<file path="config.mk">
export PLATFORM = sky130hd
export DESIGN_NAME = beta_decode_stage
export DESIGN_NICKNAME = d
export VERILOG_FILES = /design/src/rtl/beta_isa_pkg.sv /design/src/rtl/beta_inst_decode.sv /design/src/rtl/beta_decode_stage.sv
export SDC_FILE = /design/constraint.sdc
export NUM_CORES = 1
export LEC_CHECK = 0
export ABC_AREA = 1
export CORE_MARGIN = 3
export CORE_UTILIZATION = 28
export CTS_CLUSTER_SIZE = 12
export DETAILED_ROUTE_END_ITERATION = 16
export GPL_ROUTABILITY_DRIVEN = 0
export GPL_TIMING_DRIVEN = 0
export PLACE_DENSITY = 0.59
export REMOVE_ABC_BUFFERS = 1
export SETUP_SLACK_MARGIN = 0.5
export SLEW_MARGIN = 20
export SYNTH_ARGS = -nofsm -noshare
export SYNTH_HDL_FRONTEND = slang
export SYNTH_SLANG_ARGS = --single-unit
</file>
<file path="constraint.sdc">
create_clock -name clock -period 5.7 [get_ports clock]
set_clock_uncertainty 0.05 [all_clocks]
set_input_delay 1.425 -clock clock [delete_from_list [all_inputs] [get_ports clock]]
set_output_delay 1.425 -clock clock [all_outputs]
set_load 0.005 [all_outputs]
</file>
<file path="src/rtl/beta_isa_pkg.sv">
// ----------------------------------------------------------------------------
// beta_isa_pkg
//   Shared Beta ISA definitions for the decode stage. It provides:
//     - opcode values and ALU opcode ranges
//     - trap encodings
//     - special register numbers
//     - the decode-stage output register bundle
//   No ports; imported by beta_inst_decode and beta_decode_stage.
// ----------------------------------------------------------------------------
package beta_isa_pkg;

   // Memory / control-flow opcodes
   localparam logic [5:0] OP_LD      = 6'h18;
   localparam logic [5:0] OP_ST      = 6'h19;
   localparam logic [5:0] OP_JMP     = 6'h1B;
   localparam logic [5:0] OP_BEQ     = 6'h1C;
   localparam logic [5:0] OP_BNE     = 6'h1D;
   localparam logic [5:0] OP_LDR     = 6'h1F;

   // Register-form and literal-form ALU ranges (inclusive)
   localparam logic [5:0] OP_ALU_LO  = 6'h20;
   localparam logic [5:0] OP_ALU_HI  = 6'h2E;
   localparam logic [5:0] OP_ALUC_LO = 6'h30;
   localparam logic [5:0] OP_ALUC_HI = 6'h3E;

   // Special registers
   localparam logic [4:0] R_XP       = 5'd30;
   localparam logic [4:0] R_ZERO     = 5'd31;

   typedef enum logic [1:0] {
      TRAP_NONE  = 2'b00,
      TRAP_ILLOP = 2'b01,
      TRAP_IRQ   = 2'b10
   } trap_e;

   // Everything the decode pipeline register carries except the valid bit
   typedef struct packed {
      logic [5:0]  opcode;
      logic [4:0]  ra;
      logic [4:0]  rb;
      logic [4:0]  rc;
      logic        ra2sel;
      logic        wasel;
      logic        werf;
      logic        bsel;
      logic [31:0] lit;
      logic [31:0] pc;
      trap_e       trap;
   } dec_out_t;

   function automatic logic in_range(input logic [5:0] op,
                                     input logic [5:0] lo,
                                     input logic [5:0] hi);
      return (op >= lo) && (op <= hi);
   endfunction

endpackage

</file>
<file path="src/rtl/beta_inst_decode.sv">
// ----------------------------------------------------------------------------
// beta_inst_decode
//   Purely combinational field extraction and opcode classification.
//   Ports:
//     inst_i      in   32  Beta instruction word
//     opcode_o    out  6   inst[31:26]
//     ra_o        out  5   inst[20:16]
//     rb_o        out  5   inst[15:11]
//     rc_o        out  5   inst[25:21]
//     lit_o       out  32  sign-extended inst[15:0]
//     ra2sel_o    out  1   second read port uses rc (ST only)
//     werf_raw_o  out  1   opcode writes the register file (before R31 masking)
//     bsel_o      out  1   literal operand
//     illop_o     out  1   opcode is not a defined instruction
//     uses_rb_o   out  1   rb is a real source (register-form ALU)
//     uses_rc_o   out  1   rc is a real source (ST)
// ----------------------------------------------------------------------------
module beta_inst_decode
   import beta_isa_pkg::*;
(
   input  logic [31:0] inst_i,
   output logic [5:0]  opcode_o,
   output logic [4:0]  ra_o,
   output logic [4:0]  rb_o,
   output logic [4:0]  rc_o,
   output logic [31:0] lit_o,
   output logic        ra2sel_o,
   output logic        werf_raw_o,
   output logic        bsel_o,
   output logic        illop_o,
   output logic        uses_rb_o,
   output logic        uses_rc_o
);

   logic [5:0] op;
   logic       alu_reg;
   logic       alu_lit;
   logic       is_st;

   assign op       = inst_i[31:26];
   assign opcode_o = op;
   assign rc_o     = inst_i[25:21];
   assign ra_o     = inst_i[20:16];
   assign rb_o     = inst_i[15:11];
   assign lit_o    = {{16{inst_i[15]}}, inst_i[15:0]};

   always_comb begin
      alu_reg    = in_range(op, OP_ALU_LO, OP_ALU_HI);
      alu_lit    = in_range(op, OP_ALUC_LO, OP_ALUC_HI);
      is_st      = (op == OP_ST);

      werf_raw_o = alu_reg || alu_lit ||
                   (op == OP_LD)  || (op == OP_LDR) ||
                   (op == OP_JMP) || (op == OP_BEQ) || (op == OP_BNE);
      ra2sel_o   = is_st;
      // Whole 0x30-0x3F block selects the literal, even the undefined 0x3F.
      bsel_o     = (op[5:4] == 2'b11) || (op == OP_LD) ||
                   is_st || (op == OP_LDR);
      illop_o    = !(werf_raw_o || is_st);
      uses_rb_o  = alu_reg;
      uses_rc_o  = is_st;
   end

endmodule

</file>
<file path="src/rtl/beta_decode_stage.sv">
// ----------------------------------------------------------------------------
// beta_decode_stage
//   Decode stage of the Beta pipeline, directly upstream of the register file.
//   Registers one fetched instruction per cycle. It decodes the instruction
//   into regfile controls plus operand and trap info for execute.
//   It also handles:
//     - valid/ready flow control
//     - the load-use interlock
//     - branch flush
//     - illegal-op and interrupt traps
//   Ports:
//     clock, reset         clock; async active-high reset
//     ifu_valid/ifu_ready  fetch handshake; ifu_inst/ifu_pc the instruction
//     irq                  level interrupt, ignored in supervisor mode (pc[31])
//     flush                taken branch in execute, kills decode contents
//     ex_ld_valid/ex_ld_rc load in execute and its destination (interlock)
//     dec_valid/dec_ready  downstream handshake
//     ra, rb, rc, ra2sel, wasel, werf       regfile controls
//     dec_opcode, dec_bsel, dec_lit, dec_pc, dec_trap  execute info
// ----------------------------------------------------------------------------
module beta_decode_stage
   import beta_isa_pkg::*;
#(
   parameter logic [31:0] XADDR_PC = 32'h8000_0008
)(
   input  logic        clock,
   input  logic        reset,
   input  logic        ifu_valid,
   input  logic [31:0] ifu_inst,
   input  logic [31:0] ifu_pc,
   output logic        ifu_ready,
   input  logic        irq,
   input  logic        flush,
   input  logic        ex_ld_valid,
   input  logic [4:0]  ex_ld_rc,
   output logic        dec_valid,
   input  logic        dec_ready,
   output logic [4:0]  ra,
   output logic [4:0]  rb,
   output logic [4:0]  rc,
   output logic        ra2sel,
   output logic        wasel,
   output logic        werf,
   output logic [5:0]  dec_opcode,
   output logic        dec_bsel,
   output logic [31:0] dec_lit,
   output logic [31:0] dec_pc,
   output logic [1:0]  dec_trap
);

   logic [5:0]  op_w;
   logic [4:0]  ra_w, rb_w, rc_w;
   logic [31:0] lit_w;
   logic        ra2sel_w, werf_raw_w, bsel_w, illop_w, uses_rb_w, uses_rc_w;

   dec_out_t    dec_d, dec_q;
   logic        dec_valid_q;

   logic        adv;
   logic        hazard;
   logic        irq_take;
   logic [4:0]  src2;

   beta_inst_decode u_dec (
      .inst_i     (ifu_inst),
      .opcode_o   (op_w),
      .ra_o       (ra_w),
      .rb_o       (rb_w),
      .rc_o       (rc_w),
      .lit_o      (lit_w),
      .ra2sel_o   (ra2sel_w),
      .werf_raw_o (werf_raw_w),
      .bsel_o     (bsel_w),
      .illop_o    (illop_w),
      .uses_rb_o  (uses_rb_w),
      .uses_rc_o  (uses_rc_w)
   );

   // Downstream slot is free, or is being emptied this cycle.
   assign adv = !dec_valid_q || dec_ready;

   // Load-use interlock: R31 is never a real destination, so a load into it
   // cannot create a dependency.
   assign src2   = uses_rc_w ? rc_w : rb_w;
   assign hazard = ex_ld_valid && (ex_ld_rc != R_ZERO) &&
                   ((ra_w == ex_ld_rc) ||
                    ((uses_rb_w || uses_rc_w) && (src2 == ex_ld_rc)));

   // During a flush, fetch may hand over freely: whatever it gives is dropped.
   assign ifu_ready = adv && (!hazard || flush);

   assign irq_take = irq && !ifu_pc[31];

   always_comb begin
      dec_d        = '0;
      dec_d.opcode = op_w;
      dec_d.ra     = ra_w;
      dec_d.rb     = rb_w;
      dec_d.rc     = rc_w;
      dec_d.lit    = lit_w;
      dec_d.bsel   = bsel_w;
      dec_d.ra2sel = ra2sel_w;
      dec_d.wasel  = 1'b0;
      dec_d.werf   = werf_raw_w && (rc_w != R_ZERO);
      dec_d.pc     = ifu_pc;
      dec_d.trap   = TRAP_NONE;
      // Traps write the return address into XP, so werf ignores rc==31.
      if (irq_take) begin
         dec_d.trap   = TRAP_IRQ;
         dec_d.wasel  = 1'b1;
         dec_d.werf   = 1'b1;
         dec_d.ra2sel = 1'b0;
         dec_d.pc     = XADDR_PC;
      end else if (illop_w) begin
         dec_d.trap   = TRAP_ILLOP;
         dec_d.wasel  = 1'b1;
         dec_d.werf   = 1'b1;
         dec_d.pc     = XADDR_PC;
      end
   end

   always_ff @(posedge clock or posedge reset) begin
      if (reset) begin
         dec_q       <= '0;
         dec_valid_q <= 1'b0;
      end else if (flush) begin
         dec_valid_q <= 1'b0;
      end else if (adv && hazard) begin
         // Bubble: fetch sees ifu_ready=0 and holds its instruction.
         dec_valid_q <= 1'b0;
      end else if (adv) begin
         dec_q       <= dec_d;
         dec_valid_q <= ifu_valid;
      end
   end

   assign dec_valid  = dec_valid_q;
   assign ra         = dec_q.ra;
   assign rb         = dec_q.rb;
   assign rc         = dec_q.rc;
   assign ra2sel     = dec_q.ra2sel;
   assign wasel      = dec_q.wasel;
   assign werf       = dec_q.werf;
   assign dec_opcode = dec_q.opcode;
   assign dec_bsel   = dec_q.bsel;
   assign dec_lit    = dec_q.lit;
   assign dec_pc     = dec_q.pc;
   assign dec_trap   = dec_q.trap;

endmodule

</file>
==> impl_metrics.py <==
metrics = {
    "status": {
        "outcome": "completed",
    },
    "sta": {
        "fmax_mhz": 200.2,
        "setup_slack_ns": 0.7059,
        "max_slew.worst_pin.slew_ns": 1.030,
        "rsz0062_at_grt": "no",
        "setup_violations": 0,
        "maxSlewViolCount": 0,
        "finalCriticalPeriod_ns": 4.994,
        "whs_ns": 0.4193,
        "fin_crit_sh": 0.8762,
        "slew_headroom": 0.3126,
        "hold_viol": 0,
    },
    "setup_path": {
        "r2r_setup_slack_ns": 3.91,
        "path_buf_inv": 4,
        "startpoint_type": "primary input",
        "path_delay_family": "simple AND/OR/NAND/NOR gates",
        "critical_path.endpoint": "ifu_ready",
        "startpoint": "ifu_inst[27]",
        "reg2reg_to": "dec_pc[27]",
        "crit_type": "in -> out",
        "r2r_start": "dec_valid",
        "critPathRequiredTime_ns": 4.22,
        "crit_chain": "dlygate4sd2_1, inv_1, nand2_2, nor2_4, nand3_2, nand3_1, nand2_1, nor2_1, nand3_1, nand2_4, nand2_8, o21ai_2, inv_1, clkdlybuf4s50_1",
        "critPathMaxFanout": 18,
        "cpMaxStageDelayCell": "clkdlybuf4s50_1",
        "crit_cells": 14,
        "slowest_delay_ns": 0.44,
        "crit_arrival_ns": 3.52,
        "reg2reg_depth": 6,
        "end_kind": "output pin",
    },
    "cts": {
        "cts-buffers-inserted": 9,
        "root_buffer": "clkbuf_16",
        "holdBufCountCts": 0,
        "cts.sinks": 71,
        "ctsLongestPathBuffers": 2,
        "clkLatencyLatePin_ns": 0.33,
        "cts_tree": "built",
        "htreeDepth": 3,
        "cts.clk_slew.worst_paths_ns": 0.06,
    },
    "power_and_ir_drop": {
        "p_per_area_nw_per_um2": 284.6,
        "max-vdd-ir-drop_v": 0.0001057,
        "leakagePower_nw": 2.774,
    },
    "logic_synthesis": {
        "synth_top_area_frac": 0.4796,
        "synth_ff_type": "dfrtp_1",
        "syn_inst": 473,
        "yosysUniqueCellTypes": 23,
        "synth_top_cell_by_area": "dfrtp_1",
        "syn-cell-area_um2": 3705,
        "yosysSeqAreaShare": 0.4796,
        "ys_ff_latch": 71,
        "synth_edf_count": 0,
        "syn_area_per_cell_um2": 7.833,
        "synthTopCellsByArea": "dfrtp_1, nand2_1, nand3_1",
        "yosys_warnings": 0,
        "synthArstFlopShare": 1.000,
    },
    "global_route": {
        "grt_antenna_before_repair": 0,
        "grt-ovfl-total": 0,
        "grt_max_degree": 71,
        "grt_pass1_vias": 3651,
        "grt_first_pass_wirelength_mm": 18.35,
        "grt_usage": 0.1583,
    },
    "drt": {
        "ant_nets": 0,
        "wl_mm": 11.29,
        "wl_per_cell_um": 14.27,
        "drc": 0,
        "dr.pass1.iters": 4,
        "viasPerCell": 4.568,
        "drt_iter0_markers": 214,
        "vias": 3613,
    },
    "die": {
        "rows": 41,
        "die_area_um2": 14650,
        "start_util": 0.2900,
        "core_area_um2": 12770,
        "die_w_um": 121.0,
        "die_h_um": 121.0,
        "num_io_pins": 169,
    },
    "min_path": {
        "hold_class": "reg -> reg",
    },
    "final_layout": {
        "antenna_cells": 0,
        "area_delta_synth_final_pct": 55.99,
        "mostFrequentLayoutCells": "nand2_1, clkdlybuf4s50_1, dfrtp_1, nand3_1, nand3b_1",
        "drive_gt1_frac": 0.06462,
        "n_fill_cell": 1258,
        "final_common_cell": "nand2_1",
        "final_nets": 690,
        "final_core_util": 0.4524,
    },
    "placement": {
        "port_buffers": 168,
        "hpwl_mm": 7.390,
        "preCtsSetupSlack_ns": -0.2657,
    },
    "flow_run": {
        "drv_cap": 0,
    },
}
-- worst min path at each step --
stage	slack [ns]	depth (start not counted)	end	start
global placement	0.40	2	dec_lit[7]	dec_lit[7]
CTS	0.42	2	dec_lit[1]	dec_lit[1]
floorplan	0.42	2	dec_bsel	dec_bsel
global route	0.44	2	rc[0]	rc[0]
detailed placement	0.41	2	dec_lit[1]	dec_lit[1]
finish	0.42	2	dec_opcode[5]	dec_opcode[5]
-- worst min-delay path, cell delays in order, from the launching register on --
cell and delay, ns:
dfrtp_1 0.34, nand2_1 0.05, nand2_1 0.05
-- cell usage after synthesis, types with 2 or more instances --
cell and instances:
a21oi_1 2, nand3b_1 31, nand2_4 2, buf_2 7, dfrtp_1 71, xnor2_1 3
o21ai_0 5, nand3_1 61, nor2_1 16, inv_1 29, buf_4 25, nand4_1 2
nand2_1 197, buf_6 7, clkbuf_1 7
-- sequential cells by signal (all words and copies together) (netlist names) --
register and cells:
dec_pc 32, rc 5, dec_trap 2, wasel 1, dec_lit 11, dec_opcode 6, dec_valid 1, rb 5
werf 1, ra 5, dec_bsel 1, ra2sel 1
-- final cells by class --
type	instances	area [um2]	area share
sequential	71	1777	0.3074
clock inverter	6	107.6	0.01862
inverter	29	111.4	0.01927
multi-input combinational	330	1580	0.2734
clock buffer	10	239.0	0.04135
timing repair buffer	173	1749	0.3027
tap	172	215.2	0.03724
-- cells by family (layout without fill, tap and decap cells) --
| group | after synthesis | in the layout | synth area share |
|---|---|---|---|
| compound gates | 9 | 9 | 0.01385 |
| flops | 71 | 71 | 0.4796 |
| simple gates | 315 | 318 | 0.3816 |
| xor+xnor | 3 | 3 | 0.007093 |
| buf+inv | 75 | 218 | 0.1179 |
-- routing by layer --
metal / up-vias / global-route usage / routed length [um]
met1: 1696 / 0.2068 / 4970
met4: 0 / 0.07011 / 228
met3: 18 / 0.03963 / 892
li1: 1763 / - / -
met2: 136 / 0.2480 / 5200
met5: - / 0 / 0
-- power breakdown --
group / switching, W / internal, W / leakage [nW]
Clock: 0.000210 / 0.000437 / 0.168
Combinational: 0.000161 / 0.000233 / 1.70
Sequential: 0.0000378 / 0.000566 / 0.901
Total: 0.000408 / 0.00124 / 2.77
-- through the flow --
stage	power, W	setup TNS (ns)	cell area, um2	cells
floorplan	0.0007342	0	3377	427
global placement	0.0009955	-135.31	5274	767
detailed placement	0.001005	-0.2657	5344	770
CTS	0.001675	0	5779	791
global route	0.001737	0	5779	791
finish	0.001645	0	5779	791
-- what timing repair did --
item	4_1_cts	5_1_grt
setup endpoints to repair	1	0
buffers inserted	2	0
gates resized for setup	19	0
Note: power is estimated with default switching activity, not from simulation.
